`src/rtl/host_rx_packet_assembler.sv`:
```
// -----------------------------------------------------------------------------
// host_rx_packet_assembler
//   Framing stage in front of host_specific_top_rx_from_host. The host sends
//   frames made of one length byte followed by that many payload bytes. The
//   payload is packed little-endian into packet_data (first byte in [7:0]).
//   The block then pulses send_packet and holds the word stable until the
//   downstream stage raises done. Frames with a bad length, or frames that go
//   quiet for too long between payload bytes, are dropped and flagged with a
//   one-cycle frame_error pulse.
//
// Ports
//   clk          in   system clock, rising edge
//   reset        in   asynchronous, active-low reset
//   rx_byte      in   incoming host byte
//   rx_valid     in   rx_byte valid; accepted when rx_valid && rx_ready
//   rx_ready     out  block can accept a byte this cycle
//   packet_data  out  assembled command word, unused upper bytes are zero
//   send_packet  out  one-cycle strobe: packet_data is valid
//   done         in   downstream completion (level or pulse; rising edge used)
//   frame_error  out  one-cycle pulse: bad length or inter-byte timeout
//   busy         out  high whenever the block is not idle
// -----------------------------------------------------------------------------
module host_rx_packet_assembler #(
  parameter int DATA_WIDTH     = 1024,
  parameter int MAX_BYTES      = 128,
  parameter int TIMEOUT_CYCLES = 1000,
  parameter int TIMEOUT_WIDTH  = 16
) (
  input  logic                  clk,
  input  logic                  reset,
  input  logic [7:0]            rx_byte,
  input  logic                  rx_valid,
  output logic                  rx_ready,
  output logic [DATA_WIDTH-1:0] packet_data,
  output logic                  send_packet,
  input  logic                  done,
  output logic                  frame_error,
  output logic                  busy
);

  localparam int IDX_W = $clog2(DATA_WIDTH);

  typedef enum logic [1:0] {
    ST_IDLE      = 2'd0,
    ST_RECV      = 2'd1,
    ST_SEND      = 2'd2,
    ST_WAIT_DONE = 2'd3
  } state_t;

  state_t                  r_state;
  state_t                  w_next_state;
  logic [7:0]              r_len;
  logic [7:0]              r_count;
  logic [TIMEOUT_WIDTH-1:0] r_timeout;
  logic                    r_done_q;
  logic                    r_rx_ready;
  logic                    r_send_packet;
  logic                    r_frame_error;
  logic                    r_busy;
  logic [DATA_WIDTH-1:0]   r_packet_data;

  logic                    w_accept;
  logic                    w_done_rise;
  logic                    w_len_bad;
  logic                    w_last_byte;
  logic [TIMEOUT_WIDTH-1:0] w_timeout_inc;
  logic [IDX_W-1:0]        w_bit_idx;
  logic                    w_len_load;
  logic                    w_byte_store;
  logic                    w_timeout_step;
  logic                    w_data_clr;
  logic                    w_err;

  // rx_ready is registered, so acceptance is judged against the value the
  // host actually sees this cycle.
  assign w_accept      = rx_valid && r_rx_ready;
  assign w_done_rise   = done && !r_done_q;
  assign w_len_bad     = (rx_byte == 8'd0) || (rx_byte > 8'(MAX_BYTES));
  assign w_last_byte   = ((r_count + 8'd1) == r_len);
  assign w_timeout_inc = r_timeout + {{(TIMEOUT_WIDTH-1){1'b0}}, 1'b1};
  assign w_bit_idx     = IDX_W'({r_count, 3'b000});

  // Next-state and datapath control decode.
  always_comb begin
    w_next_state   = r_state;
    w_len_load     = 1'b0;
    w_byte_store   = 1'b0;
    w_timeout_step = 1'b0;
    w_data_clr     = 1'b0;
    w_err          = 1'b0;
    case (r_state)
      ST_IDLE: begin
        if (w_accept) begin
          if (w_len_bad) begin
            w_err = 1'b1;
          end else begin
            w_len_load   = 1'b1;
            w_data_clr   = 1'b1;
            w_next_state = ST_RECV;
          end
        end else begin
          w_next_state = ST_IDLE;
        end
      end
      ST_RECV: begin
        if (w_accept) begin
          w_byte_store = 1'b1;
          if (w_last_byte) begin
            w_next_state = ST_SEND;
          end else begin
            w_next_state = ST_RECV;
          end
        end else if (w_timeout_inc == TIMEOUT_WIDTH'(TIMEOUT_CYCLES)) begin
          // Host went quiet mid-frame: drop the partial payload.
          w_err        = 1'b1;
          w_data_clr   = 1'b1;
          w_next_state = ST_IDLE;
        end else begin
          w_timeout_step = 1'b1;
        end
      end
      ST_SEND: begin
        w_next_state = ST_WAIT_DONE;
      end
      ST_WAIT_DONE: begin
        // Only a fresh edge completes; a level already high on entry has
        // done_q set and is ignored.
        if (w_done_rise) begin
          w_next_state = ST_IDLE;
        end else begin
          w_next_state = ST_WAIT_DONE;
        end
      end
      default: begin
        w_next_state = ST_IDLE;
      end
    endcase
  end

  // State, control counters and registered status outputs.
  always_ff @(posedge clk or negedge reset) begin
    if (!reset) begin
      r_state       <= ST_IDLE;
      r_len         <= 8'd0;
      r_count       <= 8'd0;
      r_timeout     <= '0;
      r_done_q      <= 1'b0;
      r_rx_ready    <= 1'b0;
      r_send_packet <= 1'b0;
      r_frame_error <= 1'b0;
      r_busy        <= 1'b0;
    end else begin
      r_state       <= w_next_state;
      r_done_q      <= done;
      // Status outputs are derived from the state being entered so they line
      // up with that state's cycle.
      r_rx_ready    <= (w_next_state == ST_IDLE) || (w_next_state == ST_RECV);
      r_send_packet <= (w_next_state == ST_SEND);
      r_busy        <= (w_next_state != ST_IDLE);
      r_frame_error <= w_err;
      if (w_len_load) begin
        r_len     <= rx_byte;
        r_count   <= 8'd0;
        r_timeout <= '0;
      end else if (w_byte_store) begin
        r_count   <= r_count + 8'd1;
        r_timeout <= '0;
      end else if (w_timeout_step) begin
        r_timeout <= w_timeout_inc;
      end else begin
        r_timeout <= r_timeout;
      end
    end
  end

  // Payload assembly register; cleared at frame start and on timeout.
  always_ff @(posedge clk or negedge reset) begin
    if (!reset) begin
      r_packet_data <= '0;
    end else if (w_data_clr) begin
      r_packet_data <= '0;
    end else if (w_byte_store) begin
      r_packet_data[w_bit_idx +: 8] <= rx_byte;
    end else begin
      r_packet_data <= r_packet_data;
    end
  end

  assign rx_ready    = r_rx_ready;
  assign packet_data = r_packet_data;
  assign send_packet = r_send_packet;
  assign frame_error = r_frame_error;
  assign busy        = r_busy;

endmodule
```
`config.mk`:
```
export PLATFORM = sky130hd
export DESIGN_NAME = host_rx_packet_assembler
export DESIGN_NICKNAME = d
export VERILOG_FILES = /design/src/rtl/host_rx_packet_assembler.sv
export SDC_FILE = /design/constraint.sdc
export NUM_CORES = 2
export LEC_CHECK = 0
export BUFFER_PORTS_ARGS = -buffer_cell sky130_fd_sc_hd__clkbuf_2
export CAP_MARGIN = 20
export CORE_AREA = 3 3 405 407
export CTS_CLUSTER_SIZE = 16
export DETAILED_ROUTE_END_ITERATION = 12
export DIE_AREA = 0 0 408 410
export SLEW_MARGIN = 10
export SYNTH_ARGS = -nofsm -noshare
export SYNTH_HDL_FRONTEND = slang
export SYNTH_SLANG_ARGS = --single-unit
```
`constraint.sdc`:
```
create_clock -name clk -period 3.3 [get_ports clk]
set_clock_uncertainty 0.1 [all_clocks]
set_input_delay 0.165 -clock clk [delete_from_list [all_inputs] [get_ports clk]]
set_output_delay 0.165 -clock clk [all_outputs]
set_load 0.02 [all_outputs]
```
* Word level (Yosys, flattened, before mapping)
Cells that the tools add are included.
W data, S select, Z words.
** Word-level totals
- Flip-flop bits (word level) :: 1063
- Input port bits :: 12
** Cells by class
- Eq/ne operators :: 7
- $add $sub $neg :: 3
- Shifts and indexed selects :: 2
- Reduce and logical (&&, ||, !) cells :: 12
- Order comparisons :: 1
- Mux-type cells :: 29
** Operators with widths (number)
- $mux W1024 :: 2
- $bwmux W1024 :: 1
- $shift A8 B12 Y1024 const A :: 1
- $shiftx A8 B12 Y1024 :: 1
- $mux W16 :: 3
- $add A16 B1 Y16 const B :: 1
- $eq A16 B10 Y1 const B :: 1
- $mux W8 :: 2
- $mux W1 :: 12
- $mux W2 :: 6
- $neg A10 Y12 :: 1
- $add A8 B1 Y8 const B :: 1
- $eq A8 B8 Y1 :: 1
- $gt A8 B8 Y1 const B :: 1
- $logic_not A8 Y1 :: 1
- $pmux W2 S4 :: 1
- $eq A2 B2 Y1 const B :: 3
- $reduce_bool A2 Y1 :: 3
- $eq A2 B1 Y1 const B :: 2
- $logic_not A2 Y1 :: 2
- $pmux W1 S2 :: 2
- $reduce_bool A3 Y1 :: 1
- $logic_and A1 B1 Y1 :: 2
- $logic_or A1 B1 Y1 :: 2
- $logic_not A1 Y1 :: 1

* Logic depth before layout (Yosys ltp)
- Depth after elaboration :: 8
- Depth in mapped cells :: 13

* Least setup slack after synthesis
Ideal clock, no wire load.
- Kind :: reg2reg
- Start point :: reg r_count[0]
- End point :: reg r_packet_data[1006], in the netlist packet_data[1006]
- Required time :: 3.069 ns
- Setup slack :: -0.248 ns
- Cell stages (with the launch flop) :: 14
- Buffers on the path :: 4
- Setup time :: 0.131 ns
- Period minus slack after synthesis :: 3.548 ns
- Data arrival time :: 3.317 ns
- Cell sequence :: dfrtp_1 clkbuf_1 inv_1 ha_1 clkbuf_1 or4_1 nor3_1 o221ai_1 nor4_2 clkbuf_1 o21ai_1 clkbuf_1 nand3_1 o21ai_0
** On the way
- Longest elaborated chain between the ends :: 5
** RTL lines
- from (decl) :: line 53 : logic [7:0] r_count;
- from (signal assigned) :: line 166 : r_count <= r_count + 8'd1;
- $neg A10 Y12 * :: line 183 : r_packet_data[w_bit_idx +: 8] <= rx_byte;
- $shiftx A8 B12 Y1024 or $shift A8 B12 Y1024 (tied branches) :: line 183
- $bwmux W1024 * :: line 183
- $mux W1024 * :: line 182 : end else if (w_byte_store) begin
- $mux W1024 * :: line 180 : end else if (w_data_clr) begin
- to (signal, indexed assignment) :: line 183
- to (signal assigned) :: line 185 : r_packet_data <= r_packet_data;
- to (decl) :: line 60 : logic [DATA_WIDTH-1:0] r_packet_data;
Mark *: on every way between the ends. The rest lies on a longest branch, timed or not. The select of a mux whose other input is x is not followed.
A chain may end at the register's enable or synchronous reset.

* Worst setup path in the final report
- Start point :: reg r_count[0]
- End point :: reg r_packet_data[610], in the netlist packet_data[610]
The elaborated chain is that of the path after synthesis.

==> metrics.md <==
| Metric | Value |
|---|---|
| Status | `finished with violations` |
| Failing checks | `setup timing` |
| IO Port Bufs | `1,039` |
| Most common cell in the synthesized netlist | `dfrtp_1` |
| Cell area power density | `between 600 and 700 nW/um^2` |
| Placed cell count | `about 7k` |
| Yosys Warn Count | `0` |
| Crit path kind | `flop to flop` |
| Top Ports | `between 1k and 1.5k` |
| GRT Util Overall | `roughly a quarter` |
| Setup TNS Final | `-0.0000453 ns` |
| Net Sw Frac | `35.2%` |
| Multi-input logic area | `15,100 um^2` |
| Final #Nets | `a little over 5k` |
| Combinational share of power | `25.8%` |
| Cells after synthesis | `a little under 4k` |
| Initial Util | `between 20% and 30%` |
| Leakage | `~29 nW` |
| Max-cap viol count | `0` |
| H-tree depth | `3` |
| Post-DRT Antenna Nets | `0` |
| GP Congestion | `between 0.9 and 1` |
| Share of flip-flops with an asynchronous set or reset | `100%` |
| Pint | `between 20 and 25 mW` |
| Slew HR | `a little over a third` |
| Area delta synth->final | `36.2%` |
| Final hold violation count | `0` |
| Die area | `approximately 170,000 um^2` |
| CTS tree | `done` |
| Mapped cell area | `42,700 um^2` |
| Register area share after synthesis | `between 60% and 70%` |
| Final WL | `approximately 200,000 um` |
| Clk slew on worst S/H paths | `~0.070 ns` |
| Synth top area share | `~62%` |
| FF+latch area | `26,600 um^2` |
| DRT iter0 DRCs | `between 3k and 4k` |
| Signal arrival time at the worst endpoint | `between 3 and 4 ns` |
| Reg power frac | `a little under two fifths` |
| Clock Power Share | `between 30 and 40%` |
| Vias in the first global route | `36.8k` |
| Final Max Tran Viols | `0` |
| CTS buffer count | `118` |
| CP Data Required Time | `3.81 ns` |
| Row count | `147` |
| Crit start category | `flop` |
| Clk_lat worst skew | `0.76 ns` |
| Fillers | `between 15k and 20k` |
| Post-synth EDFFs | `0` |
| Power Total | `37.1 mW` |
| Register bit total from synthesis | `1,063` |
| Synth top cells by count | `dfrtp_1, o21ai_0, nand3_1` |
| Max Fclk | `303 MHz` |
| Clk sinks | `around 1.1k` |
| Top FF cell, synth | `dfrtp_1` |
| Synthesized area per cell | `roughly 11 um^2` |
| Gr ovfl total | `0` |
| DRC Markers | `0` |
| Share of layout cells above drive strength 1 | `between 30 and 40%` |
| Largest net degree at the start of global routing | `110` |
| Finished Layout Cells | `7,395` |
| Max clock buf depth | `3` |
| Net switching power | `between 10 and 15 mW` |
| RSZ-0062 raised after global routing | `yes` |
| Final setup margin | `-0.0000453 ns` |
| Avg Vias per Cell | `~5.1` |
| Pre-Repair DR Iteration Count | `6` |
| Routed WL per cell | `27.5 um` |
| Dpl hpwl | `approximately 150,000 um` |
| Peak VDD IR | `approximately 0.51 mV` |
| Hold Path Class | `input pin to flop` |
| Placement Setup Slack | `-0.201 ns` |
| Synth area leader | `dfrtp_1` |
| Vias | `between 30k and 40k` |
| Worst slew pin tran | `0.975 ns` |
| CP Max Fanout | `8` |
| Die Height | `about 410 um` |
| CORE AREA | `between 150,000 and 200,000 um^2` |
| Final setup viols | `1` |
| Min Tclk post-route | `~3.3 ns` |
| Synth area leaders | `dfrtp_1, o21ai_0, mux2i_1` |
| Overall die width | `around 400 um` |
| Fin crit share | `100%` |
| Fin util | `a little over a third` |
| First-pass GRT wire length | `282,000 um` |
| Initial antenna violation count | `18` |
| Netlist cell types | `63` |
| Mapped Nets | `~3.9k` |
| Critical path endpoint category | `flop` |
| CTS root buf | `clkbuf_16` |
[critical path, stage by stage, from the launching register on]
cell and delay (ns):
dfrtp_1 0.35, inv_1 0.09, ha_1 0.22, buf_4 0.17
xor2_1 0.18, nor4_1 0.44, nor2_1 0.17, buf_4 0.25
nor2_2 0.41, a21oi_1 0.42, a22o_1 0.34
[metal layers]
metal / wire, um / global-route usage (%)
met5: 0 / 0
met3: 18100 / 6.67
met1: 81100 / 29.2
met2: 95600 / 37.9
met4: 8680 / 9.81
[area by class of cell]
type | count | share of cell area, %
diodes | 4 | 0.0172
clock buffers | 171 | 6.01
clock inverters | 43 | 1.00
inverters | 9 | 0.0581
multi-input cells | 2539 | 26.0
flip-flops and latches | 1063 | 45.8
well taps | 2160 | 4.65
repair buffers | 1406 | 16.5
[worst paths after layout]
path,start,to,slack [ns],depth (start not counted)
setup / recovery,r_count[0]$_DFFE_PN0P_,packet_data[610]$_DFFE_PN0P_,-0.00005,10
min in group asynchronous,reset,packet_data[562]$_DFFE_PN0P_,0.17,3
max in group asynchronous,reset,packet_data[901]$_DFFE_PN0P_,2.09,3
hold reg to reg,packet_data[1006]$_DFFE_PN0P_,packet_data[1006]$_DFFE_PN0P_,0.40,2
hold / removal,done,r_done_q$_DFF_PN0_,0.09,2
setup reg to reg,r_count[0]$_DFFE_PN0P_,packet_data[610]$_DFFE_PN0P_,-0.00005,10
[stage by stage]
| stage | area (um^2) | hold WS (ns) |
|---|---|---|
| 5_1_grt | 58100 | 0.0572 |
| 6_report | 58100 | 0.0858 |
| 2_1_floorplan | 42700 | -0.231 |
| 4_1_cts | 57800 | 0.0167 |
| 3_5_place_dp | 53500 | 0.127 |
| 3_3_place_gp | 53500 | 0.115 |
[registers in the layout, indices dropped and copies added, names as in the netlist]
signal	flops
packet_data	1024
r_done_q	1
rx_ready	1
r_timeout	16
frame_error	1
send_packet	1
r_state	2
busy	1
r_len	8
r_count	8
[layout by cell type (no fill, tap or decap), types with 18 or more instances in the layout]
cell type and count:
nor2_1 62, nand3_1 562, clkinv_2 19, a22o_1 40, buf_4 226, dfrtp_1 1062, clkbuf_2 1038, o21ai_0 664
o211ai_1 120, nand2_1 437, clkbuf_8 32, clkbuf_16 121, nand4_1 26, mux2i_1 322, nor3_1 18, o21ai_1 70
clkbuf_1 20, buf_12 115
[logic make-up after synthesis]
family	synth area share (%)
adder cells (fa/ha/maj)	0.176
AO/OA/AOI/OAI	13.0
multiplexers	7.79
XOR/XNOR	0.410
AND/OR/NAND/NOR	13.3
flip-flops	62.3
buffers and inverters	2.97
[what timing repair did]
item                       in CTS  in global routing
hold buffers                   12                  0
setup buffers                   4                  7
pin swaps                       3                  4
resized for setup               7                 30
hold endpoints to repair      983                  0
setup endpoints to repair     166                251
cloned                          0                  3
[power by group through the flow]
stage	clock network, mW	logic [mW]	registers, mW
5_1_grt	14.5	10.0	13.9
2_1_floorplan	0	3.39	14.5
3_5_place_dp	0	9.31	14.1
4_1_cts	14.0	9.38	13.8
6_report	13.7	9.57	13.9
3_3_place_gp	0	9.26	14.1
(Power assumes the default switching activity.)
